## src/rtl/uart_cmd_ctrl_if.sv

```systemverilog
// Byte-level link between the UART receive/transmit path and the command controller.
// The controller takes the slave side; the UART/board environment takes the master side.
interface uart_cmd_ctrl_if;
    logic [7:0] rx_data;
    logic       rx_flag;
    logic       tx_busy;
    logic [7:0] tx_data;
    logic       tx_flag;
    logic [3:0] led_out;

    modport master (
        output rx_data, rx_flag, tx_busy,
        input  tx_data, tx_flag, led_out
    );

    modport slave (
        input  rx_data, rx_flag, tx_busy,
        output tx_data, tx_flag, led_out
    );
endinterface

```

## src/rtl/uart_cmd_ctrl.sv

```systemverilog
// Frame parser (AA cmd arg sum 55) driving a 4-bit active-low LED bank and
// answering every complete frame with a one-byte ACK/NAK through a busy handshake.
module uart_cmd_ctrl #(
    parameter int unsigned TIMEOUT_CYC = 2_500_000,
    parameter int unsigned BLINK_UNIT  = 500_000
) (
    input  logic            clk,
    input  logic            rst_n,
    uart_cmd_ctrl_if.slave  bus
);

    localparam logic [7:0] HDR_BYTE  = 8'hAA;
    localparam logic [7:0] TAIL_BYTE = 8'h55;
    localparam logic [7:0] RESP_ACK  = 8'h06;
    localparam logic [7:0] RESP_NAK  = 8'h15;
    localparam logic [7:0] CMD_SET   = 8'h01;
    localparam logic [7:0] CMD_BLINK = 8'h02;
    localparam logic [7:0] CMD_OFF   = 8'h03;

    localparam int unsigned      TO_W    = $clog2(TIMEOUT_CYC + 1);
    localparam logic [TO_W-1:0]  TO_LAST = TO_W'(TIMEOUT_CYC - 1);

    typedef enum logic [2:0] {
        IDLE,
        CMD,
        ARG,
        SUM,
        TAIL,
        EXEC,
        ACK
    } state_t;

    state_t          state;
    logic [7:0]      cmd_q;
    logic [7:0]      arg_q;
    logic [7:0]      sum_q;
    logic [7:0]      resp_q;
    logic [TO_W-1:0] to_cnt;
    logic            blink_en;
    logic [7:0]      blink_arg;
    logic [31:0]     blink_cnt;
    logic [31:0]     blink_last;
    logic [3:0]      led_q;
    logic [7:0]      tx_data_q;
    logic            tx_flag_q;

    assign bus.led_out = led_q;
    assign bus.tx_data = tx_data_q;
    assign bus.tx_flag = tx_flag_q;

    // NOTE: all state lives in one clocked block using non-blocking assignments,
    // so later assignments in the block (command execution) cleanly override the
    // earlier default/background updates (blink toggle, tx_flag clear).
    always_ff @(posedge clk or negedge rst_n) begin
        if (!rst_n) begin
            state      <= IDLE;
            cmd_q      <= 8'h00;
            arg_q      <= 8'h00;
            sum_q      <= 8'h00;
            resp_q     <= 8'h00;
            to_cnt     <= '0;
            blink_en   <= 1'b0;
            blink_arg  <= 8'h00;
            blink_cnt  <= 32'd0;
            blink_last <= 32'd0;
            led_q      <= 4'b1111;
            tx_data_q  <= 8'h00;
            tx_flag_q  <= 1'b0;
        end else begin
            tx_flag_q <= 1'b0;

            if (blink_en) begin
                if (blink_cnt == blink_last) begin
                    blink_cnt <= 32'd0;
                    led_q     <= ~led_q;
                end else begin
                    blink_cnt <= blink_cnt + 32'd1;
                end
            end

            // Inter-byte watchdog: a byte in the same cycle as expiry takes priority.
            if (state inside {CMD, ARG, SUM, TAIL}) begin
                if (bus.rx_flag) begin
                    to_cnt <= '0;
                end else if (to_cnt == TO_LAST) begin
                    to_cnt <= '0;
                    state  <= IDLE;
                end else begin
                    to_cnt <= to_cnt + 1'b1;
                end
            end

            unique case (state)
                IDLE: begin
                    if (bus.rx_flag && bus.rx_data == HDR_BYTE) begin
                        to_cnt <= '0;
                        state  <= CMD;
                    end
                end
                CMD: begin
                    if (bus.rx_flag) begin
                        cmd_q <= bus.rx_data;
                        state <= ARG;
                    end
                end
                ARG: begin
                    if (bus.rx_flag) begin
                        arg_q <= bus.rx_data;
                        state <= SUM;
                    end
                end
                SUM: begin
                    if (bus.rx_flag) begin
                        sum_q <= bus.rx_data;
                        state <= TAIL;
                    end
                end
                TAIL: begin
                    if (bus.rx_flag) begin
                        if (bus.rx_data == TAIL_BYTE && sum_q == (cmd_q ^ arg_q)) begin
                            state <= EXEC;
                        end else begin
                            resp_q <= RESP_NAK;
                            state  <= ACK;
                        end
                    end
                end
                EXEC: begin
                    state  <= ACK;
                    resp_q <= RESP_ACK;
                    unique case (cmd_q)
                        CMD_SET: begin
                            led_q    <= arg_q[3:0];
                            blink_en <= 1'b0;
                        end
                        CMD_BLINK: begin
                            if (arg_q == 8'h00) begin
                                blink_en <= 1'b0;
                                led_q    <= led_q;
                            end else begin
                                blink_en   <= 1'b1;
                                blink_arg  <= arg_q;
                                blink_last <= ({24'd0, arg_q} * BLINK_UNIT) - 32'd1;
                                // A re-issue with the same period keeps the current phase.
                                if (!blink_en || arg_q != blink_arg) begin
                                    blink_cnt <= 32'd0;
                                    led_q     <= led_q;
                                end
                            end
                        end
                        CMD_OFF: begin
                            led_q    <= 4'b1111;
                            blink_en <= 1'b0;
                        end
                        default: resp_q <= RESP_NAK;
                    endcase
                end
                ACK: begin
                    if (!bus.tx_busy) begin
                        tx_flag_q <= 1'b1;
                        tx_data_q <= resp_q;
                        state     <= IDLE;
                    end
                end
                default: state <= IDLE;
            endcase
        end
    end

endmodule

```

## src/flat_wrapper.sv

```systemverilog
// flat-port wrapper written by rule: the top's interface ports become plain ports
module uart_cmd_ctrl_flat 
#(
    parameter int unsigned TIMEOUT_CYC = 2_500_000,
    parameter int unsigned BLINK_UNIT  = 500_000
)
  (clk, rst_n, bus_rx_data, bus_rx_flag, bus_tx_busy, bus_tx_data, bus_tx_flag, bus_led_out);
  uart_cmd_ctrl_if bus_i ();
  input  logic clk;
  input  logic rst_n;
  input wire logic [$bits(bus_i.rx_data)-1:0] bus_rx_data;
  input wire logic [$bits(bus_i.rx_flag)-1:0] bus_rx_flag;
  input wire logic [$bits(bus_i.tx_busy)-1:0] bus_tx_busy;
  output wire logic [$bits(bus_i.tx_data)-1:0] bus_tx_data;
  output wire logic [$bits(bus_i.tx_flag)-1:0] bus_tx_flag;
  output wire logic [$bits(bus_i.led_out)-1:0] bus_led_out;
  assign bus_i.rx_data = bus_rx_data;
  assign bus_i.rx_flag = bus_rx_flag;
  assign bus_i.tx_busy = bus_tx_busy;
  assign bus_tx_data = bus_i.tx_data;
  assign bus_tx_flag = bus_i.tx_flag;
  assign bus_led_out = bus_i.led_out;
  uart_cmd_ctrl #(.TIMEOUT_CYC(TIMEOUT_CYC), .BLINK_UNIT(BLINK_UNIT)) u_core (.clk(clk), .rst_n(rst_n), .bus(bus_i));
endmodule
```

## config.mk

```make
export PLATFORM = sky130hd
export DESIGN_NAME = uart_cmd_ctrl_flat
export DESIGN_NICKNAME = d
export VERILOG_FILES = /design/src/rtl/uart_cmd_ctrl_if.sv /design/src/rtl/uart_cmd_ctrl.sv /design/src/flat_wrapper.sv
export SDC_FILE = /design/constraint.sdc
export NUM_CORES = 1
export LEC_CHECK = 0
export CORE_AREA = 2 2 150 152
export CTS_CLUSTER_SIZE = 28
export DETAILED_ROUTE_END_ITERATION = 6
export DIE_AREA = 0 0 152 154
export PLACE_DENSITY = 0.64
export SLEW_MARGIN = 5
export SYNTH_ARGS = -nofsm -noshare
export SYNTH_HDL_FRONTEND = slang
export SYNTH_SLANG_ARGS = --single-unit
```

## constraint.sdc

```tcl
create_clock -name clk -period 5.75 [get_ports clk]
set_input_delay 0.8625 -clock clk [delete_from_list [all_inputs] [get_ports clk]]
set_output_delay 0.8625 -clock clk [all_outputs]
set_load 0.005 [all_outputs]
```

==> results of run 1 <==
## cell families after synthesis
logic type | Yosys count | synth area share (%)
simple gates | 356 | 20.70
fa+ha+maj | 77 | 12.79
buf+inv | 90 | 4.283
flops | 125 | 36.73
compound gates | 159 | 12.12
mux | 21 | 2.773
xor+xnor | 102 | 10.56
other cells | 1 | 0.04397
## layout make-up
type,count,area (sq um)
Clock inverter,15,137.6
Fill cell,2089,12140
Clock buffer,17,425.4
Timing Repair Buffer,26,242.7
Multi-Input combinational cell,719,5060
Tap cell,280,350.3
Sequential cell,125,3133
Inverter,53,198.9
## routing by layer
layer | GRT usage, % | up-vias | wire (um)
met4 | 5.340 | 0 | 318
met5 | 0 | - | 0
met2 | 27.50 | 99 | 9011
li1 | - | 3271 | -
met1 | 23.53 | 3167 | 9437
met3 | 3.326 | 25 | 569
## worst max-delay path by stage
stage	from	end	slack, ns
floorplan	u_core.arg_q[5]	u_core.blink_last[26]	1.09
global placement	u_core.arg_q[4]	u_core.blink_last[26]	0.84
detailed placement	u_core.arg_q[2]	u_core.blink_last[26]	0.80
CTS	u_core.arg_q[2]	u_core.blink_last[26]	0.76
global route	u_core.arg_q[2]	u_core.blink_last[26]	0.48
finish	u_core.arg_q[2]	u_core.blink_last[26]	0.76
## through the flow
step	util [%]	hold slack [ns]	setup slack, ns	std cells	area, sq um
2_1_floorplan	-	0.4285	1.090	934	8541
3_3_place_gp	41.43	0.4478	0.8426	1203	8985
3_5_place_dp	41.43	0.4512	0.7989	1203	8985
4_1_cts	44.02	0.4671	0.7638	1235	9548
5_1_grt	44.02	0.4796	0.4816	1235	9548
6_report	44.02	0.4647	0.7613	1235	9548
## cells in the mapped netlist (3+ instances only)
| cell type | instances |
|---|---|
| dfrtp_1 | 121 |
| nand2_1 | 99 |
| nor2_1 | 93 |
| o21ai_0 | 62 |
| ha_1 | 60 |
| xor2_1 | 59 |
| inv_1 | 53 |
| xnor2_1 | 42 |
| clkbuf_1 | 29 |
| nand3_1 | 28 |
| a21oi_1 | 26 |
| nor3_1 | 26 |
| nand4_1 | 23 |
| mux2_2 | 21 |
| fa_1 | 17 |
| nor4_1 | 17 |
| nand2b_1 | 11 |
| and3_1 | 9 |
| o211ai_1 | 9 |
| or3_1 | 9 |
| buf_4 | 7 |
| a211o_1 | 5 |
| a311oi_1 | 5 |
| a31oi_1 | 5 |
| and2_1 | 5 |
| o21a_1 | 5 |
| or2_2 | 5 |
| a21o_1 | 4 |
| dfstp_2 | 4 |
| nand4b_1 | 4 |
| nor4bb_1 | 4 |
| a22oi_1 | 3 |
| nor2b_1 | 3 |
| nor3b_1 | 3 |
| o21bai_1 | 3 |
| o22ai_1 | 3 |
| o31ai_1 | 3 |
| o41ai_1 | 3 |
## flip-flops by register name, summed over array words and instances (netlist names), 4 cells and up
signal,flops
u_core.arg_q,8
u_core.blink_arg,8
u_core.blink_cnt,32
u_core.blink_last,24
u_core.bus.led_out,4
u_core.cmd_q,8
u_core.sum_q,8
u_core.to_cnt,22
==> flow_summary_export.csv, run 1 <==
group,metric,value,unit
run_status,status,"finished, final reports clean",
setup_path,cpMaxStageDelayCell,"dfrtp_1",
setup_path,critPathMaxStageDelay,0.65,ns
placement,dpl.hpwl,14290,um
clocking,hold_buffers,0,
setup_path,start_kind,"register",
logic_synthesis,async_flop_share,100.0,%
clocking,cts_buffers,17,
setup_path,reg2reg_slack,0.76,ns
logic_synthesis,synth.distinct_cells,73,
setup_path,crit_buf_inv,4,
cells_and_area,fin_nets,1031,
cells_and_area,num_antenna_cells,0,
flow_run,cap_violations,0,
clocking,postCtsSetupRepairBufs,0,
grt,grt.total_usage,17.15,%
drt,first_pass_iters,5,
sta,maxSlewHeadroom,24.26,%
drt,wl_per_cell,15.66,um
floorplan,rows,54,
sta,slew_violations,0,
grt,antenna_found_initial,0,
clocking,clk_pin_slew,0.07,ns
clocking,clockBufferDepth,2,
logic_synthesis,yosys_register_bits,125,
logic_synthesis,seq_area_frac_synth,36.73,%
setup_path,crit_type,"register to register",
placement,portBuffers,20,
logic_synthesis,yosys_warnings,0,
sta,worst_pin_slew,1.126,ns
sta,period_share,86.76,%
drt,wl,19340,um
setup_path,cpMostUsedCell,"inv_1",
setup_path,path_depth,17,
floorplan,io_pins,25,
sta,skew,0.01763,ns
hold_path,whs_endpoint,"u_core.resp_q[2]",
clocking,cts_tree,"done",
grt,grt_pass1_wl,32730,um
drt,avgViaCountPerCell,5.313,
sta,rsz0062_at_grt,"false",
clocking,insertion_delay,0.43,ns
floorplan,dieArea,23410,sq um
drt,vias,6562,
logic_synthesis,synth.avg_cell_area,9.162,sq um
hold_path,min_from,"u_core.resp_q[2]",
cells_and_area,final_common_cell,"dfrtp_1",
clocking,htreeDepth,4,
setup_path,cp-end-kind,"register",
setup_path,critPathTopFamily,"adder cells",
logic_synthesis,synth_top_area_share,35.50,%
logic_synthesis,synth_edf_count,0,
clocking,post_cts_resized,0,
setup_path,timing.rr.end,"u_core.blink_last[26]",
cells_and_area,area_growth,11.94,%
setup_path,path_cells,"ha_1 -> inv_1 -> fa_1 -> inv_1 -> ha_1 -> inv_1 -> fa_1 -> inv_1 -> ha_1 -> a211o_1 -> o21bai_1 -> a2111oi_1 -> nor2_1 -> xor2_1 -> a2111o_1 -> or4_1 -> a31oi_1",
setup_path,reg2reg_depth,17,
hold_path,min_path_type,"register to register",
floorplan,core-area,21690,sq um
sta,fmax,200.5,MHz
sta,setup_viol,0,
clocking,cts_root_buf,"clkbuf_16",
clocking,clock_sinks,125,
sta,tns,0,ns
placement,finalWeightedCongestion,0.8407,
grt,grt_max_degree,69,
setup_path,crit_fanout,12,
setup_path,crit_arrival,5.33,ns
floorplan,chipWidth,152,um
setup_path,cp_data_required_time,6.09,ns
sta,hold_violations,0,
grt,grt_overflow,0,
grt,grt_pass1_vias,6423,
logic_synthesis,ys_top_cells_by_area,"dfrtp_1 (35%), ha_1 (8.8%), xor2_1 (6.1%), nand2_1 (4.4%), xnor2_1 (4.3%)",
logic_synthesis,ys.flop_type,"dfrtp_1",
drt,drc,0,
logic_synthesis,synth_largest_area_cell,"dfrtp_1",
drt,ant_nets,0,
setup_path,reg2reg_from,"u_core.arg_q[2]",
drt,initialDrtViolationCount,330,
logic_synthesis,synthCells,931,
logic_synthesis,synthesis.area,8529,sq um
floorplan,initial_core_util,39.33,%
cells_and_area,final_cell_mix,"dfrtp_1 (121), nand2_1 (99), nor2_1 (93)",
floorplan,die_h,154,um
sta,min_period,4.989,ns
cells_and_area,drive_above_1_share,8.586,%
hold_path,hold_depth,1,
Power of run 1 is not shown: default switching activity piles up to over one toggle a cycle in this logic, so the estimate is an artifact.
==> run 2: changes to the inputs <==
Settings changed: CORE_AREA 2 2 150 152 to 2 2 127 178, DIE_AREA 0 0 152 154 to 0 0 129 180.
==> run 2 against run 1 <==
Against the previous run: non-clock buffer count unchanged; utilization increased by 0.27 points; hold slack got worse by 0.0036 ns; critical path depth decreased by 3; clock-buffer cell count increased by 1; clock skew decreased by 0.0046 ns; die area decreased by 0.80%; final area increased by 0.68%; sequential share of layout area decreased by 0.22 points; fmax increased by 0.38%; highest routed layer unchanged.
==> flow_summary_export.csv, run 2 (synthesis results as in run 1) <==
group,metric,value,unit
cells_and_area,final_common_cell,"dfrtp_1",
clocking,clock_sinks,125,
drt,drc,0,
cells_and_area,multi_input_area,5060,sq um
floorplan,core-area,21700,sq um
sta,rsz0062_at_grt,"false",
setup_path,path_cells,"fa_1 -> ha_1 -> inv_1 -> fa_1 -> fa_1 -> inv_1 -> ha_1 -> nand4_1 -> o21ai_0 -> nand2_1 -> o32a_1 -> o31a_2 -> or4_1 -> a31oi_1",
grt,grt.total_usage,17.62,%
clocking,postCtsSetupRepairBufs,0,
grt,grt_pass1_wl,32920,um
clocking,insertion_delay,0.43,ns
cells_and_area,ff_latch_area,3133,sq um
cells_and_area,area_growth,12.70,%
sta,period_share,86.43,%
cells_and_area,num_antenna_cells,0,
drt,m1WireLength,7900,um
setup_path,reg2reg_slack,0.78,ns
floorplan,chipWidth,129,um
cells_and_area,drive_above_1_share,8.586,%
setup_path,timing.rr.end,"u_core.blink_last[26]",
drt,vias,6629,
hold_path,whs_endpoint,"u_core.resp_q[2]",
cells_and_area,final_cell_mix,"dfrtp_1 (121), nand2_1 (99), nor2_1 (93)",
clocking,hold_buffers,0,
sta,slew_violations,0,
sta,worst_pin_slew,1.119,ns
cells_and_area,n_fill_cell,2121,
setup_path,reg2reg_from,"u_core.arg_q[2]",
sta,hold_violations,0,
grt,grt_max_degree,71,
clocking,cts_buffers,17,
drt,first_pass_iters,5,
setup_path,cp_data_required_time,6.09,ns
grt,grt_pass1_vias,6732,
cells_and_area,largest_reg_flops,32,
setup_path,start_kind,"register",
cells_and_area,top_register,"u_core.blink_cnt",
sta,min_period,4.970,ns
clocking,clk_pin_slew,0.06,ns
grt,grt_overflow,0,
sta,setup_viol,0,
placement,portBuffers,20,
grt,antenna_found_initial,0,
setup_path,crit_fanout,12,
flow_run,cap_violations,0,
drt,wl_met3,571,um
drt,avgViaCountPerCell,5.295,
drt,wl_met2,10170,um
clocking,post_cts_resized,0,
floorplan,die_h,180,um
drt,wl,19370,um
placement,dpl.hpwl,14540,um
hold_path,min_path_type,"register to register",
setup_path,crit_type,"register to register",
placement,finalWeightedCongestion,0.8295,
sta,tns,0,ns
setup_path,reg2reg_depth,14,
hold_path,hold_depth,1,
floorplan,rows,64,
drt,initialDrtViolationCount,297,
drt,ant_nets,0,
floorplan,io_pins,25,
sta,fmax,201.2,MHz
setup_path,crit_arrival,5.31,ns
drt,top_layer,"met4",
run_status,status,"finished, final reports clean",
clocking,htreeDepth,4,
sta,worst_slack,0.7804,ns
hold_path,min_from,"u_core.resp_q[2]",
placement,placed_area,9006,sq um
clocking,cts_root_buf,"clkbuf_16",
sta,maxSlewHeadroom,25.22,%
clocking,cts_tree,"done",
sta,skew,0.01308,ns
placement,pre_cts_slack,0.8048,ns
setup_path,critPathMaxStageDelay,0.64,ns
sta,hold_ws,0.4612,ns
setup_path,cpMostUsedCell,"fa_1",
floorplan,initial_core_util,39.30,%
clocking,clockBufferDepth,2,
drt,wl_per_cell,15.47,um
cells_and_area,stdcell_area,9613,sq um
cells_and_area,reg_top3,"u_core.blink_cnt (32), u_core.blink_last (24), u_core.to_cnt (22)",
setup_path,cpMaxStageDelayCell,"dfrtp_1",
setup_path,cp-end-kind,"register",
cells_and_area,fin_nets,1031,
floorplan,dieArea,23220,sq um
==> run 2: changes by cell type in the layout (fill, tap and decap cells not counted), sizes merged <==
cell and change:
clkinv +3, bufinv +2, clkbuf +1, inv -3, clkinvlp -3
==> run 2: worst max-delay path by stage <==
stage / startpoint / end / slack (ns) / depth (start not counted)
global placement: u_core.arg_q[4] / u_core.blink_last[26] / 0.89 / 14
detailed placement: u_core.arg_q[4] / u_core.blink_last[26] / 0.80 / 14
floorplan: u_core.arg_q[5] / u_core.blink_last[26] / 1.09 / 13
global route: u_core.arg_q[2] / u_core.blink_last[30] / 0.50 / 14
CTS: u_core.arg_q[4] / u_core.blink_last[26] / 0.79 / 14
finish: u_core.arg_q[2] / u_core.blink_last[26] / 0.78 / 14
==> run 2: critical path, delay by kind of cell (launching register included) <==
| kind | cells | cell delay, ns |
|---|---|---|
| AOI/OAI and AO/OA | 4 | 1.17 |
| adders and majority gates | 5 | 2.19 |
| buffers and inverters | 2 | 0.09 |
| DFF | 1 | 0.64 |
| and+or+nand+nor | 3 | 0.80 |
==> run 2: final cells by class <==
cell class	count	area share [%]
Clock buffer	18	4.569
Clock inverter	14	1.744
Inverter	53	2.070
Multi-Input combinational cell	719	52.64
Sequential cell	125	32.59
Tap cell	297	3.866
Timing Repair Buffer	26	2.525
==> run 2: through the flow <==
step | util (%) | instances
after floorplan | - | 934
after global placement | 41.50 | 1220
after detailed placement | 41.50 | 1220
after CTS | 44.30 | 1252
after global routing | 44.30 | 1252
final | 44.30 | 1252
==> run 2: routing by layer <==
metal  GRT usage, %  vias to the layer above
met4          8.000                        0
met1          20.28                     3196
met3          3.125                       42
met5              0                        -
li1               -                     3282
met2          31.37                      109
Power of run 2 is left out for the same reason.
